==> src/rtl/seg_scan_decoder.sv <==
// Monitors a multiplexed, active-low 4-digit 7-segment drive.
// Each settled digit is decoded back to BCD and a full frame is published once all four positions are seen.
module seg_scan_decoder #(
  parameter int STABLE_CYCLES  = 16,
  parameter int TIMEOUT_CYCLES = 50000
) (
  input  logic        sys_clk,
  input  logic        sys_rst,
  input  logic [3:0]  led_bit,
  input  logic [7:0]  led_out,
  output logic [15:0] digits,
  output logic [3:0]  dp,
  output logic        frame_valid,
  output logic        value_changed,
  output logic        seg_err,
  output logic        stale
);

  localparam int SW = $clog2(STABLE_CYCLES + 1);
  localparam int TW = $clog2(TIMEOUT_CYCLES + 1);
  localparam logic [SW-1:0] STAB_LAST = SW'(STABLE_CYCLES);
  localparam logic [TW-1:0] TO_LAST   = TW'(TIMEOUT_CYCLES);

  typedef enum logic [1:0] {IDLE, SETTLE, HOLD} state_t;

  state_t        state_reg, state_next;
  logic [11:0]   sync1_reg, sync2_reg, prev_reg;
  logic [SW-1:0] stab_cnt_reg, stab_cnt_next;
  logic [TW-1:0] to_cnt_reg;
  logic [3:0]    seen_mask_reg;
  logic [15:0]   digit_reg;
  logic [3:0]    dp_reg;
  logic [19:0]   last_frame_reg;

  logic          sel_valid;
  logic [1:0]    sel_idx;
  logic [3:0]    sel_onehot;
  logic [3:0]    seg_val;
  logic          seg_legal;
  logic          s_changed;
  logic          capture, legal_cap, publish, timeout_hit;
  logic [15:0]   digit_merge;
  logic [3:0]    dp_merge;

  always_ff @(posedge sys_clk or posedge sys_rst) begin
    if (sys_rst) begin
      sync1_reg    <= '0;
      sync2_reg    <= '0;
      prev_reg     <= '0;
      state_reg    <= IDLE;
      stab_cnt_reg <= '0;
    end else begin
      sync1_reg    <= {led_bit, led_out};
      sync2_reg    <= sync1_reg;
      prev_reg     <= sync2_reg;
      state_reg    <= state_next;
      stab_cnt_reg <= stab_cnt_next;
    end
  end

  assign s_changed  = (sync2_reg != prev_reg);
  assign sel_onehot = 4'b0001 << sel_idx;

  always_comb begin
    sel_valid = 1'b1;
    sel_idx   = 2'd0;
    case (sync2_reg[11:8])
      4'b1110: sel_idx = 2'd0;
      4'b1101: sel_idx = 2'd1;
      4'b1011: sel_idx = 2'd2;
      4'b0111: sel_idx = 2'd3;
      default: sel_valid = 1'b0;
    endcase
  end

  // Segment bus is active-low with bit6 = g ... bit0 = a.
  always_comb begin
    seg_legal = 1'b1;
    seg_val   = 4'd0;
    case (sync2_reg[6:0])
      7'h40:   seg_val = 4'd0;
      7'h79:   seg_val = 4'd1;
      7'h24:   seg_val = 4'd2;
      7'h30:   seg_val = 4'd3;
      7'h19:   seg_val = 4'd4;
      7'h12:   seg_val = 4'd5;
      7'h02:   seg_val = 4'd6;
      7'h78:   seg_val = 4'd7;
      7'h00:   seg_val = 4'd8;
      7'h10:   seg_val = 4'd9;
      default: seg_legal = 1'b0;
    endcase
  end

  always_comb begin
    state_next    = state_reg;
    stab_cnt_next = stab_cnt_reg;
    capture       = 1'b0;
    case (state_reg)
      IDLE: begin
        if (sel_valid) begin
          state_next    = SETTLE;
          stab_cnt_next = SW'(1);
        end
      end
      SETTLE, HOLD: begin
        if (!sel_valid) begin
          state_next    = IDLE;
          stab_cnt_next = '0;
        end else if (s_changed) begin
          state_next    = SETTLE;
          stab_cnt_next = SW'(1);
        end else if (state_reg == SETTLE) begin
          stab_cnt_next = stab_cnt_reg + 1'b1;
          if (stab_cnt_next == STAB_LAST) begin
            capture    = 1'b1;
            state_next = HOLD;
          end
        end
      end
      default: state_next = IDLE;
    endcase
  end

  assign legal_cap   = capture & seg_legal;
  assign seg_err     = capture & ~seg_legal;
  assign publish     = legal_cap && ((seen_mask_reg | sel_onehot) == 4'hF);
  assign timeout_hit = !capture && (to_cnt_reg == TO_LAST - 1'b1);

  // Merge the current capture so a completing digit is published without an extra cycle.
  for (genvar gi = 0; gi < 4; gi++) begin : g_merge
    assign digit_merge[gi*4 +: 4] = (legal_cap && sel_onehot[gi]) ? seg_val : digit_reg[gi*4 +: 4];
    assign dp_merge[gi]           = (legal_cap && sel_onehot[gi]) ? ~sync2_reg[7] : dp_reg[gi];
  end

  always_ff @(posedge sys_clk or posedge sys_rst) begin
    if (sys_rst) begin
      digit_reg      <= '0;
      dp_reg         <= '0;
      seen_mask_reg  <= '0;
      last_frame_reg <= '0;
      to_cnt_reg     <= '0;
      stale          <= 1'b0;
      digits         <= '0;
      dp             <= '0;
      frame_valid    <= 1'b0;
      value_changed  <= 1'b0;
    end else begin
      digit_reg     <= digit_merge;
      dp_reg        <= dp_merge;
      frame_valid   <= publish;
      value_changed <= publish && ({digit_merge, dp_merge} != last_frame_reg);
      if (publish) begin
        digits         <= digit_merge;
        dp             <= dp_merge;
        last_frame_reg <= {digit_merge, dp_merge};
        seen_mask_reg  <= '0;
      end else if (legal_cap) begin
        seen_mask_reg  <= seen_mask_reg | sel_onehot;
      end else if (timeout_hit) begin
        seen_mask_reg  <= '0;
      end
      // An illegal capture freezes the timeout counter for that cycle.
      if (legal_cap) begin
        to_cnt_reg <= '0;
        stale      <= 1'b0;
      end else if (!capture && to_cnt_reg != TO_LAST) begin
        to_cnt_reg <= to_cnt_reg + 1'b1;
        if (timeout_hit) begin
          stale <= 1'b1;
        end
      end
    end
  end

endmodule

==> config.mk <==
export PLATFORM = sky130hd
export DESIGN_NAME = seg_scan_decoder
export DESIGN_NICKNAME = d
export VERILOG_FILES = /design/src/rtl/seg_scan_decoder.sv
export SDC_FILE = /design/constraint.sdc
export NUM_CORES = 1
export LEC_CHECK = 0
export BUFFER_PORTS_ARGS = -buffer_cell sky130_fd_sc_hd__buf_2
export CORE_AREA = 2 2 95 97
export DETAILED_ROUTE_END_ITERATION = 10
export DIE_AREA = 0 0 97 99
export PLACE_DENSITY = 0.79
export SETUP_SLACK_MARGIN = 0.5
export SLEW_MARGIN = 10
export SYNTH_ARGS = -nofsm -noshare
export SYNTH_HDL_FRONTEND = slang
export SYNTH_SLANG_ARGS = --single-unit
==> constraint.sdc <==
create_clock -name sys_clk -period 8.2 [get_ports sys_clk]
set_input_delay 0.41 -clock sys_clk [delete_from_list [all_inputs] [get_ports sys_clk]]
set_output_delay 0.41 -clock sys_clk [all_outputs]
set_load 0.02 [all_outputs]
==> results.md <==
Cells and area:
- The number of diodes added for antenna fixing is 0.
- The area growth from synthesis to final layout is 9.08%.
- The net count reported at finish is 544.
- Cells with a size suffix above 1 make up 15.4% of the layout.

Global routing:
- The first global-routing pass estimated 18300 um of wire.
- The number of global-route vias before repair is 3864.
- The largest net degree at the start of global routing is 57.
- Global routing used 23.4% of the available tracks across all layers.
- Summed over all layers, the global routing overflow is 0.
- The initial antenna violation count came to 0.

Logic synthesis:
- Averaged over all synthesized cells, the footprint is 10.3 um2.
- After synthesis, flip-flops and latches occupy 52.4% of the total area.
- The portion of synthesized cell area occupied by the leading cell type is 52.4%.
- Counting distinct cell types in the post-synthesis netlist gives 64.
- In this run the cell area of the synthesized design comes to 5060 um2.
- Synthesis inferred 106 register bits.
- By area the synthesized netlist is led by sky130_fd_sc_hd__dfrtp_1 (52%), sky130_fd_sc_hd__xnor2_1 (3.8%), sky130_fd_sc_hd__nand2_1 (3.6%).
- For this run, the number of Yosys warnings is 0.
- After synthesis, the share of flip-flops with an asynchronous set or reset is 100%.
- For this run, the leading register cell type out of synthesis is sky130_fd_sc_hd__dfrtp_1.
- Counting flops with a built-in enable in the synthesized netlist gives 0.
- The biggest area contributor in the post-synthesis netlist is sky130_fd_sc_hd__dfrtp_1.
- The synthesized net count is 512.
- The synthesized instance count is 490.

Timing:
- Setup repair after global routing left no endpoint under its margin.
- The final-layout setup total negative slack is 0 ps.
- Headroom to the max-slew limit came out at 34.1%.
- At the pin with the least slew margin, the transition time is 989 ps.
- The final count of pins violating max slew is 0.
- The smallest setup slack after layout is 4530 ps.
- The final number of hold-violating endpoints is 0.
- The share of the clock period used by the worst path is 44.7%.
- Timing would allow up to 273 MHz.
- Clock skew on the completed layout was measured at 13.8 ps.
- The number of setup violations in the final report is 0.
- The minimum clock period after layout is 3670 ps.

Critical path:
- The slowest stage of the critical path is the sky130_fd_sc_hd__o2111a_1 cell.
- The critical path is of the register to register type.
- The type of origin of the critical path is a register.
- For this run, the slowest stage of the critical path takes 850 ps.
- In this design, the largest share of critical-path delay is due to compound AO/OA/AOI/OAI gates.
- The slack of the worst reg-to-reg path is 4530 ps.
- Traced cell by cell, the critical path runs through ha_1, or2_2, o21ai_0, a22o_1, o2111a_1, nand2_1, o211a_1, a2111oi_2, nor4b_2, a31oi_1.
- Data on the critical path is required at its endpoint by 8460 ps.
- The data arrival time at the worst-slack endpoint is 3930 ps.
- Of all nets on the critical path, the largest fanout is 28.
- STA classifies the critical path endpoint as a register.
- The number of buffer and inverter stages on the critical path is 0.

Route:
- The number of DRC markers after the initial detailed-route iteration is 196.
- The average via count per standard cell is 6.11.
- The post-detailed-route count of antenna-violating nets is 0.
- For this block, the routed nets add up to 10600 um of wire.
- In the routed design, unresolved DRC markers number 0.
- After detailed routing, the average wire length per cell comes to 16.7 um.
- The first detailed-routing pass took 5 iterations.
- Detailed routing inserted a total of 3883 vias.

Floorplan:
- The die is 97 um wide.
- The effective utilization at floorplan is 59.1%.
- The die covers 9600 um2.
- The floorplan has 34 rows.
- In this run the count of I/O pins placed on the die edge is 38.
- The vertical die dimension is 99 um.
- The placeable core area is 8550 um2.

Power:
- For this design the ratio of total power to cell area is 173 nW/um2.
- In this run the static leakage power is 2.57 nW.
- The peak supply drop is 0.120 mV.

CTS:
- The count of hold buffers inserted by post-cts repair is 0.
- The number of post-CTS setup repair buffers is 0.
- TritonCTS built the clock tree.
- Counting along the longest clock path gives a buffer depth of 2.
- At the later pin of the worst-skew pair, clock insertion delay measures 380 ps.
- TritonCTS created 9 clock buffers.
- The number of gates given a new drive strength after cts is 0.
- Clock-pin slew was measured on the worst setup and hold paths at 120 ps.
- The tree is rooted in a sky130_fd_sc_hd__clkbuf_8.
- The TritonCTS sink count is 106.
- The H-tree generated during clock tree synthesis spans 3 levels.

Place:
- After legalization and detailed placement, the total HPWL measured 7690 um.
- Routability-driven placement finished with a final weighted congestion of 0.921.
- The placement-stage worst setup slack is 4560 ps.
- The number of port buffers is 37.

Run:
- The max-cap check violation count is 0.

Outcome:
- The flow ran to the end, and the final reports show no timing, DRC or antenna violations.

Worst hold path:
- The type of the worst min-delay path is input port to async pin.
## placed cells by master (no fill, tap or decap), types with 4 or more instances in the layout
cell and count:
sky130_fd_sc_hd__a211oi_1 5, sky130_fd_sc_hd__a21oi_1 28, sky130_fd_sc_hd__and2_1 7, sky130_fd_sc_hd__and3_1 9
sky130_fd_sc_hd__buf_2 37, sky130_fd_sc_hd__clkbuf_8 9, sky130_fd_sc_hd__dfrtp_1 106, sky130_fd_sc_hd__ha_1 8
sky130_fd_sc_hd__inv_1 21, sky130_fd_sc_hd__mux2_2 15, sky130_fd_sc_hd__nand2_1 49, sky130_fd_sc_hd__nand3_1 20
sky130_fd_sc_hd__nand3b_1 4, sky130_fd_sc_hd__nand4_1 8, sky130_fd_sc_hd__nand4b_1 5, sky130_fd_sc_hd__nor2_1 30
sky130_fd_sc_hd__nor2b_1 9, sky130_fd_sc_hd__nor3_1 8, sky130_fd_sc_hd__o2111ai_1 4, sky130_fd_sc_hd__o211ai_1 4
sky130_fd_sc_hd__o21a_1 7, sky130_fd_sc_hd__o21ai_0 36, sky130_fd_sc_hd__o22ai_1 4, sky130_fd_sc_hd__or3_1 7
sky130_fd_sc_hd__xnor2_1 22, sky130_fd_sc_hd__xor2_1 10
## worst paths after layout
check | startpoint | end | cells past startpoint
worst max-delay path | stab_cnt_reg[0] | value_changed | 10
worst min-delay path | sys_rst | sync1_reg[4] | 2
worst max register to register | stab_cnt_reg[0] | value_changed | 10
worst min register to register | sync1_reg[1] | sync2_reg[1] | 0
max in group asynchronous | sys_rst | digits[14] | 3
min in group sys_clk | led_bit[1] | sync1_reg[9] | 1
## per-layer routing
metal | GRT usage (%) | up-vias | routed length, um
li1 | - | 1806 | -
met5 | 0 | - | 0
met4 | 10.6 | 0 | 280
met2 | 36.8 | 153 | 4980
met3 | 4.89 | 30 | 586
met1 | 31.7 | 1894 | 4730
## cells in the mapped netlist (all sizes together) (5+ instances only)
master / instances
clkbuf: 8
buf: 10
inv: 22
mux2: 16
dfrtp: 106
nand4b: 5
xnor2: 22
nand2: 50
nand3: 21
ha: 8
o21ai: 36
nor3: 10
nor2: 30
xor2: 10
a21oi: 28
a211oi: 5
or3: 7
and3: 9
o211ai: 5
nor2b: 9
o21a: 7
and2: 8
nand4: 8
## cell families (layout without fill, tap and decap cells)
family | after synthesis | after routing | share of synthesized area [%]
xor gates and xnor gates | 32 | 32 | 5.54
and+or+nand+nor | 170 | 170 | 17.7
muxes | 19 | 19 | 4.23
DFF | 106 | 106 | 52.4
adders and majority gates | 8 | 8 | 1.98
AOI/OAI and AO/OA | 115 | 115 | 14.7
buffers and inverters | 40 | 77 | 3.44
## power breakdown
part	total, mW	switching (mW)	internal, mW
clock	0.332	0.206	0.126
sequential	0.553	0.0168	0.537
combinational	0.0701	0.0454	0.0247
total	0.955	0.268	0.687
## through the flow
step	hold WS, ps	utilization (%)	power, mW	cells	cell area, um2
floorplan	331	-	0.613	490	5060
global placement	332	62.0	0.628	619	5300
detailed placement	335	62.0	0.634	619	5300
CTS	105	64.5	0.960	635	5520
global route	97.5	64.5	0.994	635	5520
finish	83.8	64.5	0.955	635	5520
## worst reg2reg max path, stage by stage (launching register included)
cell and delay, ps:
sky130_fd_sc_hd__dfrtp_1 450, sky130_fd_sc_hd__ha_1 270, sky130_fd_sc_hd__or2_2 280, sky130_fd_sc_hd__o21ai_0 110
sky130_fd_sc_hd__a22o_1 240, sky130_fd_sc_hd__o2111a_1 850, sky130_fd_sc_hd__nand2_1 400, sky130_fd_sc_hd__o211a_1 330
sky130_fd_sc_hd__a2111oi_2 200, sky130_fd_sc_hd__nor4b_2 280, sky130_fd_sc_hd__a31oi_1 120
## area by class of cell
| class | instances | area (um2) |
|---|---|---|
| Clock buffer | 9 | 124 |
| Clock inverter | 7 | 88.8 |
| Fill cell | 693 | 3030 |
| Inverter | 22 | 85.1 |
| Multi-Input combinational cell | 344 | 2230 |
| Sequential cell | 106 | 2650 |
| Tap cell | 108 | 135 |
| Timing Repair Buffer | 39 | 200 |
No activity file was read; power rests on OpenSTA's default activity.
